### config.mk
export PLATFORM = sky130hd
export DESIGN_NAME = uart_tx
export DESIGN_NICKNAME = d
export VERILOG_FILES = /design/src/rtl/uart_pkg.sv /design/src/rtl/uart_baud_gen.sv /design/src/rtl/uart_tx.sv
export SDC_FILE = /design/constraint.sdc
export NUM_CORES = 1
export LEC_CHECK = 0
export ABC_AREA = 1
export BUFFER_PORTS_ARGS = -buffer_cell sky130_fd_sc_hd__buf_2
export CORE_AREA = 10 10 76 78
export CTS_CLUSTER_DIAMETER = 80
export DETAILED_ROUTE_END_ITERATION = 8
export DIE_AREA = 0 0 86 88
export PLACE_DENSITY = 0.62
export REMOVE_ABC_BUFFERS = 1
export SYNTH_ARGS = -nofsm -noshare
export SYNTH_HDL_FRONTEND = slang
export SYNTH_HIERARCHICAL = 1
export SYNTH_SLANG_ARGS = --single-unit
### constraint.sdc
create_clock -name clk -period 5.9 [get_ports clk]
set_input_delay 0.59 -clock clk [delete_from_list [all_inputs] [get_ports clk]]
set_output_delay 0.59 -clock clk [all_outputs]
set_load 0.02 [all_outputs]
### src/rtl/uart_pkg.sv
// Shared UART types and helpers used by both the transmitter and the receiver.
package uart_pkg;

  typedef enum logic [2:0] {
    IDLE   = 3'd0,
    START  = 3'd1,
    DATA   = 3'd2,
    PARITY = 3'd3,
    STOP   = 3'd4
  } tx_state_t;

  function automatic int cnt_width(input int data_bits);
    return $clog2(data_bits) + 1;
  endfunction

  // Narrow words are zero-extended by the caller; the zeros do not change the XOR.
  function automatic logic par(input logic [8:0] word, input logic odd);
    return (^word) ^ odd;
  endfunction

endpackage

### src/rtl/uart_baud_gen.sv
// Bit-period divider: counts 0..BAUD_DIV-1 while enabled and pulses tick on the terminal count.
module uart_baud_gen #(
  parameter int BAUD_DIV = 434
) (
  input  logic clk,
  input  logic rst_n,
  input  logic enable,
  input  logic clear,
  output logic tick
);

  localparam logic [15:0] TERM = 16'(BAUD_DIV - 1);

  logic [15:0] count;

  assign tick = enable && (count == TERM);

  always_ff @(posedge clk) begin
    if (!rst_n) begin
      count <= '0;
    end else if (clear) begin
      count <= '0;
    end else if (enable) begin
      count <= tick ? 16'd0 : count + 16'd1;
    end
  end

endmodule

### src/rtl/uart_tx.sv
// UART transmitter: start bit, LSB-first data, optional parity, 1 or 2 stop bits.
// tx is a flop fed from next-state values, so each bit appears exactly one clock after its decision.
module uart_tx
  import uart_pkg::*;
#(
  parameter int BAUD_DIV      = 434,
  parameter int DATA_BITS     = 8,
  parameter int ENABLE_PARITY = 1,
  parameter int PARITY_ODD    = 0,
  parameter int STOP_BITS     = 1
) (
  input  logic                 clk,
  input  logic                 rst_n,
  input  logic [DATA_BITS-1:0] data_in,
  input  logic                 valid,
  output logic                 ready,
  output logic                 tx,
  output logic                 busy,
  output logic                 tx_done
);

  localparam int CW = cnt_width(DATA_BITS);
  localparam logic [CW-1:0] LAST_DATA = CW'(DATA_BITS - 1);
  localparam logic [CW-1:0] LAST_STOP = CW'(STOP_BITS - 1);

  tx_state_t            state, state_nx;
  logic [DATA_BITS-1:0] shreg, shreg_nx;
  logic [CW-1:0]        bit_cnt, bit_cnt_nx;
  logic                 parity_q, parity_nx;
  logic                 tx_nx, done_nx;
  logic                 tick, handshake;

  assign ready     = (state == IDLE);
  assign busy      = !ready;
  assign handshake = valid && ready;

  uart_baud_gen #(.BAUD_DIV(BAUD_DIV)) u_baud (
    .clk    (clk),
    .rst_n  (rst_n),
    .enable (state != IDLE),
    .clear  (handshake),
    .tick   (tick)
  );

  always_comb begin
    state_nx   = state;
    shreg_nx   = shreg;
    bit_cnt_nx = bit_cnt;
    parity_nx  = parity_q;
    done_nx    = 1'b0;
    case (state)
      IDLE: begin
        if (valid) begin
          state_nx   = START;
          shreg_nx   = data_in;
          bit_cnt_nx = '0;
          parity_nx  = (ENABLE_PARITY != 0) ? par(9'(data_in), PARITY_ODD != 0) : 1'b0;
        end
      end
      START: if (tick) state_nx = DATA;
      DATA: begin
        if (tick) begin
          shreg_nx = shreg >> 1;
          if (bit_cnt == LAST_DATA) begin
            bit_cnt_nx = '0;
            state_nx   = (ENABLE_PARITY != 0) ? PARITY : STOP;
          end else begin
            bit_cnt_nx = bit_cnt + CW'(1);
          end
        end
      end
      PARITY: if (tick) state_nx = STOP;
      STOP: begin
        if (tick) begin
          if (bit_cnt == LAST_STOP) begin
            bit_cnt_nx = '0;
            state_nx   = IDLE;
            done_nx    = 1'b1;
          end else begin
            bit_cnt_nx = bit_cnt + CW'(1);
          end
        end
      end
      default: state_nx = IDLE;
    endcase

    tx_nx = 1'b1;
    case (state_nx)
      START:   tx_nx = 1'b0;
      DATA:    tx_nx = shreg_nx[0];
      PARITY:  tx_nx = parity_nx;
      default: tx_nx = 1'b1;
    endcase
  end

  always_ff @(posedge clk) begin
    if (!rst_n) begin
      state    <= IDLE;
      shreg    <= '0;
      bit_cnt  <= '0;
      parity_q <= 1'b0;
      tx       <= 1'b1;
      tx_done  <= 1'b0;
    end else begin
      state    <= state_nx;
      shreg    <= shreg_nx;
      bit_cnt  <= bit_cnt_nx;
      parity_q <= parity_nx;
      tx       <= tx_nx;
      tx_done  <= done_nx;
    end
  end

endmodule

==> flow_summary.toml <==
[final_layout]
finalCoreUtilization = 0.535
nets = 360
instances_no_fill = 398
seqCellArea_um2 = 681
final_cell_mix = "108 x nand2_1, 49 x nor2_1, 38 x inv_1"
drive_gt1_frac = 0.153
layout_commonest_cell = "nand2_1"
multi_input_area_um2 = 1190
n_antenna_cell = 0
num-fill-cells = 436
syn2layout_area_growth_pct = 11.4

[grt]
grt_max_degree = 15
grt_pass1_wl_mm = 7.64
antenna_found_initial = 0
grt-ovfl-total = 0
grt_usage = 0.122
grt_pass1_vias = 1847

[yosys]
synth_cell_types = 34
ys_ff_latch = 34
synth_compound_gate_area_share = 0.0716
synth_warnings = 6
muxShareOfSynthArea = 0
synth_xor_area_frac = 0.0255
netlist_instances = 326
synthAdderAreaFrac = 0.0243
synth_top_family_by_area = "simple AND/OR/NAND/NOR gates"
syn_area_per_cell_um2 = 6.33
yosys.area_share.simple = 0.458
ys_seq_area_frac = 0.330
syn_area_um2 = 2060

[setup_path]
r2r_cells = 12
r2r_start = "state[1]"
critical_path.top_delay_family = "simple AND/OR/NAND/NOR gates"
worstPathRequired_ns = 6.11
timing.rr.end = "bit_cnt[0]"
crit_type = "flip-flop to flip-flop"
critPathCaptureType = "flip-flop"
critPathArrivalTime_ns = 2.55
cp-start-kind = "flip-flop"
cp_slowest_cell = "dfxtp_1"
crit_path_cell_trace = "inv_1 > nand2_1 > nand2_1 > nor2_1 > nand2_1 > nor2_1 > inv_2 > nor3_4 > inv_2 > nand2_4 > nand3_2 > a21oi_2"
cp_common_cell = "nand2_1"
slowest_delay_ns = 0.51
critPathBufInv = 3
r2r_slack_ns = 3.56
worstPathMaxFanout = 9

[place]
gp_congestion = 0.831
dp_hpwl_mm = 3.53
port_buffers = 14
dp.cells = 390

[pwr]
leakagePower_uw = 0.00104
vdd_drop_max_mv = 0.147
powerDensity_nw_per_um2 = 223
finalPower_uw = 513

[routing]
ant_nets = 0
drc_errors = 0
via_count = 1919
vias_per_cell = 4.82
wl_mm = 4.39
wl_per_cell_um = 11.0
dr.first_iter.drc_count = 51
dr.pass1.iters = 4

[worst_hold_path]
holdCritStartpoint = "shreg[7]"
hold_end = "shreg[7]"
hold_class = "flip-flop to flip-flop"
hold_path_depth = 2

[timing]
tightest_slew_ns = 0.536
setup_viol = 0
finalSetupTns_ns = 0
fmax_mhz = 427
period_share = 0.397
grt_setup_unrepaired = "false"
slew_headroom = 0.642
hold_violations = 0
timing.hold.ws_ns = 0.472
period_needed_ns = 2.34
fin_worst_skew_ns = 0.0101
maxSlewViolCount = 0

[floorplan]
die_h_um = 88
rows = 24
die_area_um2 = 7570
coreArea_um2 = 4290
start_util = 0.480
die_w_um = 86
io_pins = 15

[clock_network]
cts_resized = 0
ctsHoldBuffers = 0
htree_num_levels = 2
cts_setup_buffers = 0
clock_latency_ns = 0.29
ctsLongestPathBuffers = 2
path_clk_slew_ns = 0.07
cts_tree = "done"
cts_made_buffers = 5
clkSinkCount = 34
clockRootBuffer = "clkbuf_8"

[flow_run]
cap_violations = 0

[outcome]
status = "finished clean"
registers in the layout (all words and copies together) (netlist names):
register and cells:
bit_cnt 4, tx 1, state 3, u_baud/count 16
shreg 8, parity_q 1, tx_done 1
routing by layer:
metal  up-vias  routed length [um]  global-route usage
li1       1051                   -                   -
met1       842                1930               0.128
met2        19                2300               0.228
met3         7                  88              0.0251
met4         0                  70              0.0569
met5         -                   0                   0
worst min-delay path: cells and delay by family (launching register included):
family	cells	cell delay, ns
AO/OA/AOI/OAI	1	0.05
flip-flops	1	0.32
AND/OR/NAND/NOR	1	0.06
report_power, final:
part	total [uW]	internal (uW)	switching, uW
Sequential	242	236	5.27
Combinational	60.5	21.0	39.6
Clock	211	124	86.6
Total	513	382	131
worst max path at each step:
stage	depth (start not counted)	end	start
CTS	12	bit_cnt[0]	state[1]
detailed placement	12	bit_cnt[0]	state[1]
global route	11	tx	state[1]
global placement	11	tx	state[1]
finish	12	bit_cnt[0]	state[1]
floorplan	12	bit_cnt[0]	state[1]
Yosys cell counts:
library cell    n  share of area
a21oi_1        10          0.024
a21oi_2         1         0.0042
a31oi_1         6          0.018
and2_1          1         0.0030
buf_2           1         0.0024
clkbuf_1        1         0.0018
dfxtp_1        34           0.33
ha_1            4          0.024
inv_1          38          0.069
inv_2           8          0.015
inv_4           1         0.0030
nand2_1       108           0.20
nand2_2         3         0.0091
nand2_4         3          0.016
nand3_1        20          0.049
nand3_2         2         0.0097
nand3_4         1         0.0085
nand3b_1        1         0.0036
nand4_1         5          0.015
nor2_1         49          0.089
nor2_2          4          0.012
nor2_4          3          0.016
nor3_1          3         0.0073
nor3_2          1         0.0049
nor3_4          1         0.0079
nor4_1          1         0.0030
o21ai_0         3         0.0073
o21ai_1         2         0.0049
o21ai_2         2         0.0085
o2bb2ai_1       1         0.0042
or2_1           1         0.0030
or2_2           1         0.0030
xnor2_1         1         0.0042
xor2_1          5          0.021
logic make-up (layout without fill, tap and decap cells):
family                   count (synthesis)  count (layout)
XOR/XNOR                                 6               6
buffers and inverters                   49              69
flip-flops                              34              34
AO/OA/AOI/OAI                           25              25
adder cells (fa/ha/maj)                  4               4
AND/OR/NAND/NOR                        208             208
per-stage QoR:
step | setup WS [ns] | instance area (um^2)
after floorplan | 3.77 | 2050
after global placement | 3.70 | 2190
after detailed placement | 3.60 | 2190
after CTS | 3.57 | 2300
after global routing | 3.26 | 2300
final | 3.56 | 2300
area by class of cell:
class	count	share of cell area
Sequential cell	34	0.296
Clock buffer	5	0.0300
Clock inverter	3	0.0174
Timing Repair Buffer	14	0.0305
Inverter	47	0.0779
Tap cell	52	0.0283
Multi-Input combinational cell	243	0.520
Power figures use the tool's default switching activity.
